--- config.mk ---
export PLATFORM = sky130hd
export DESIGN_NAME = ice_event_arbiter
export DESIGN_NICKNAME = d
export VERILOG_FILES = /design/src/rtl/ice_event_arbiter.sv
export SDC_FILE = /design/constraint.sdc
export NUM_CORES = 1
export LEC_CHECK = 0
export ABC_AREA = 0
export ABC_CLOCK_PERIOD_IN_PS = 4750
export CAP_MARGIN = 10
export CORE_UTILIZATION = 35
export DETAILED_ROUTE_END_ITERATION = 7
export PLACE_DENSITY = 0.6
export SYNTH_ARGS = -nofsm -noshare
export SYNTH_HDL_FRONTEND = slang
export SYNTH_SLANG_ARGS = --single-unit
--- constraint.sdc ---
create_clock -name CLK -period 4.75 [get_ports CLK]
set_clock_uncertainty 0.15 [all_clocks]
set_input_delay 0.475 -clock CLK [delete_from_list [all_inputs] [get_ports CLK]]
set_output_delay 0.475 -clock CLK [all_outputs]
set_load 0.02 [all_outputs]
--- src/rtl/ice_event_arbiter.sv ---
// ice_event_arbiter: latches masked event strobes and serves the highest-priority one over REQ/ACK with timeout
module ice_event_arbiter #(
  parameter int TO_W   = 8,
  parameter int TO_MAX = 200
) (
  input  logic       CLK,
  input  logic       SYSRS,
  input  logic [9:0] EVREQ,
  input  logic [9:0] EVMASK,
  input  logic       ICEEVACK,
  input  logic       ICEEVTOCLR,
  output logic       ICEEVREQ,
  output logic [3:0] ICEEVCODE,
  output logic [9:0] ICEEVPEND,
  output logic       ICEEVTO
);
  typedef enum logic [1:0] {IDLE, REQ, GAP} state_t;
  state_t          state_q;
  logic [9:0]      pend_q, elig, clr;
  logic [3:0]      sel, code_q;
  logic [TO_W-1:0] cnt_q;
  logic            req_q, to_q, ack_hit, to_hit;
  assign elig    = pend_q & ~EVMASK;
  assign ack_hit = (state_q == REQ) && ICEEVACK;
  assign to_hit  = (state_q == REQ) && !ICEEVACK && (cnt_q == TO_W'(TO_MAX - 1));
  assign clr     = ack_hit ? (10'd1 << (code_q - 4'd1)) : 10'd0;
  // highest set eligible bit wins; ascending scan lets later (higher) bits overwrite
  always_comb begin
    sel = 4'd0;
    for (int i = 0; i < 10; i++) sel = elig[i] ? 4'(i) : sel;
  end
  // pending flags, sticky timeout and the IDLE/REQ/GAP handshake sequencer
  always_ff @(posedge CLK) begin
    if (SYSRS) begin
      state_q <= IDLE;
      pend_q  <= '0;
      code_q  <= '0;
      cnt_q   <= '0;
      req_q   <= 1'b0;
      to_q    <= 1'b0;
    end else begin
      pend_q <= (pend_q & ~clr) | (EVREQ & ~EVMASK);
      to_q   <= to_hit | (to_q & ~ICEEVTOCLR);
      case (state_q)
        IDLE: if (|elig) begin
          code_q  <= sel + 4'd1;
          cnt_q   <= '0;
          req_q   <= 1'b1;
          state_q <= REQ;
        end
        REQ: if (ack_hit || to_hit) begin
          code_q  <= '0;
          req_q   <= 1'b0;
          state_q <= GAP;
        end else cnt_q <= cnt_q + 1'b1;
        default: state_q <= IDLE;
      endcase
    end
  end
  assign ICEEVREQ  = req_q;
  assign ICEEVCODE = code_q;
  assign ICEEVPEND = pend_q;
  assign ICEEVTO   = to_q;
endmodule

==> key figures <==
Drt
  – Via density: 5.35
  – First-pass iteration count of the detailed router: 4
  – Vias: 1310
  – Wirelength per Cell: 14.0 um
  – Post-route ant nets: 0
  – DRC viols: 0
  – Drt total wl: 3430 um
  – Initial DRC Count: 96

Final layout
  – Final instance area: 0.00185 mm^2
  – Share of cells above drive strength 1: 7.11%
  – Layout Cells excl Fill: 245
  – Layout net count: 224
  – Final Util: 49.9%
  – Antenna cells: 0
  – Area grow syn2layout: 35.3%

Power and ir drop
  – Combinational power share: 26.0%
  – Total Power: 0.531 mW
  – Register share of total power: 47.0%
  – Int Pwr: ~0.38 mW
  – Sw power: ~0.15 mW
  – Pwr Density: 286 mW/mm^2
  – Sw frac: 29.1%
  – Maximum VDD drop: 0.117 mV
  – Leakage power: about 0.63 nW
  – Part of the power in the clock network: 27.1%

Synthesis
  – Mapped Nets: roughly 180
  – Top cells by area, synth: dfxtp_1, nand2b_1, a21oi_1, nor2b_1, o21ai_0
  – Post-Synthesis Mean Instance Area: 8.67 um^2
  – Post-synth top cells: dfxtp_1, a21oi_1, nand2b_1
  – Sequential share of the synthesized area: 38.0%
  – Cells after Synth: 158
  – Top cell type's share of synthesized area: a little under two fifths
  – Mapped Area: 0.00137 mm^2
  – Main synth FF type: dfxtp_1
  – Synth warn: 0
  – Most common cell in the netlist: dfxtp_1
  – FFs w/ async S/R, synth: 0%
  – Cell variety after synth: 37
  – Synth area leader: dfxtp_1
  – Post-synth EDFFs: 0
  – Count of state elements after synthesis: 26

Setup path
  – Critical Path RT: 4.82 ns
  – Crit-path max FO: 16
  – Crit-path cells: clkdlybuf4s50_1 -> nor2b_4 -> or4b_4 -> o41ai_4 -> o21ba_4 -> a22o_1
  – Top delay family on crit path: compound AO/OA/AOI/OAI gates
  – Worst path slowest cell: o41ai_4
  – Crit Path Class: in -> reg
  – CP bufs+invs: 1
  – Crit path DAT: around 2.7 ns
  – CP Capture Type: register
  – Crit path launch type: input pin
  – Max incr delay on CP: 0.72 ns

GRT
  – Vias in the first global route: between 1000 and 1500
  – First-pass GRT wire length: about 5500 um
  – Total grt overflow: 0
  – Initial antenna violation count: 0
  – GR Util All Layers: 16.8%
  – Largest net degree at the start of global routing: 22

Floorplan
  – Row count: 22
  – DIE WIDTH: 64.6 um
  – Die Ht: about 65 um
  – I/O Pins: 40
  – Starting Density: approximately 37%
  – DIE AREA: 0.00417 mm^2
  – Core area: 0.00372 mm^2

STA
  – Setup TNS Final: 0 ns
  – Fmax achieved: between 300 and 400 MHz
  – Min cycle time layout: 2.67 ns
  – RSZ-0062 raised after global routing: no
  – Hold slack: 0.316 ns
  – Worst setup margin: 2.08 ns
  – Slew HR: between 40 and 50%
  – Slew Limit Fails: 0
  – Hold Fails Final Rpt: 0
  – Period utilization: 56.1%
  – Worst Tran Pin Value: 0.788 ns
  – Final Setup Violations: 0

Placement
  – Post-DP HPWL: 2660 um
  – Setup WS pre-CTS: 1.78 ns
  – Area after DPL: 0.00180 mm^2
  – Routability Congestion: about 0.75
  – PortBufs: 39
  – Placed Cells: approximately 240

Clock tree
  – Clock latency on the worst-skew pair: 0.27 ns
  – Hold Buf Count CTS: 0
  – Post-CTS setup buffer count: 0
  – CTS H-tree depth: 1
  – Clock buffer depth: 2
  – CTS Sinks: 26
  – Clk pin slew, worst setup/hold paths: 0.09 ns
  – CTS tree: yes
  – Post-CTS Resized: 0
  – Root Buffer: clkbuf_8
  – Total CTS buffers: 3

Job
  – Max_cap viols: 0

Min path
  – Tightest Hold Check Type: reg -> reg

Run status
  – Outcome: finished, final reports clean
==> final timing paths <==
check                  from            to  slack [ns]  cells after the start
setup reg to reg   cnt_q[0]      cnt_q[6]        2.31                      6
setup / recovery  EVMASK[7]  ICEEVCODE[1]        2.08                      6
hold reg to reg    ICEEVREQ      ICEEVREQ        0.32                      1
hold / removal     ICEEVREQ      ICEEVREQ        0.32                      1
==> registers in the layout (all words and copies together), names as in the netlist <==
register and count:
ICEEVCODE 4, ICEEVPEND 10, ICEEVREQ 1, ICEEVTO 1, cnt_q 8, state_q 2
==> final cells by class <==
cell class              count  area, um^2
clock buffers               4        55.1
fillers                   382        1860
inverters                   2        7.51
multi-input cells         126         820
flip-flops and latches     26         520
well taps                  48        60.1
repair buffers             39         390
==> cells by family after synthesis <==
logic type | count (synthesis) | share of synthesized area, %
AND/OR/NAND/NOR | 72 | 31.3
AO/OA/AOI/OAI | 50 | 25.2
flip-flops | 26 | 38.0
buffers and inverters | 6 | 2.19
adder cells (fa/ha/maj) | 2 | 1.83
XOR/XNOR | 1 | 0.639
multiplexers | 1 | 0.822
==> worst register-to-register path, cell delays in order (launching register included) <==
cell and delay (ns):
dfxtp_1 0.36, ha_1 0.25, and4b_1 0.23, a31oi_2 0.33
nor2b_1 0.25, or4b_2 0.64, a21oi_1 0.16
==> layout by cell type (no fill, tap or decap), types with 4 or more instances in the layout <==
cell type        count
clkdlybuf4s50_1     39
dfxtp_1             26
a21oi_1             20
nand2b_1            19
nand2_1             11
nor2_1              11
nor2b_1              9
o21ai_0              9
o31ai_1              6
or4_1                5
nand3_1              4
clkbuf_8             4
==> routing by layer <==
layer	part of all wire (%)	vias to the layer above	GRT usage, %
met3	3.1	4	2.11
li1	-	665	-
met1	44	605	20.2
met4	1.1	0	6.67
met5	0	-	0
met2	51	36	30.0
==> power by group through the flow <==
stage	logic, mW	registers [mW]	clock network, mW
floorplan	0.0689	0.265	0
global placement	0.137	0.254	0
detailed placement	0.138	0.254	0
CTS	0.139	0.250	0.150
global route	0.149	0.252	0.155
finish	0.138	0.249	0.144
Note: power is estimated with default switching activity, not from simulation.
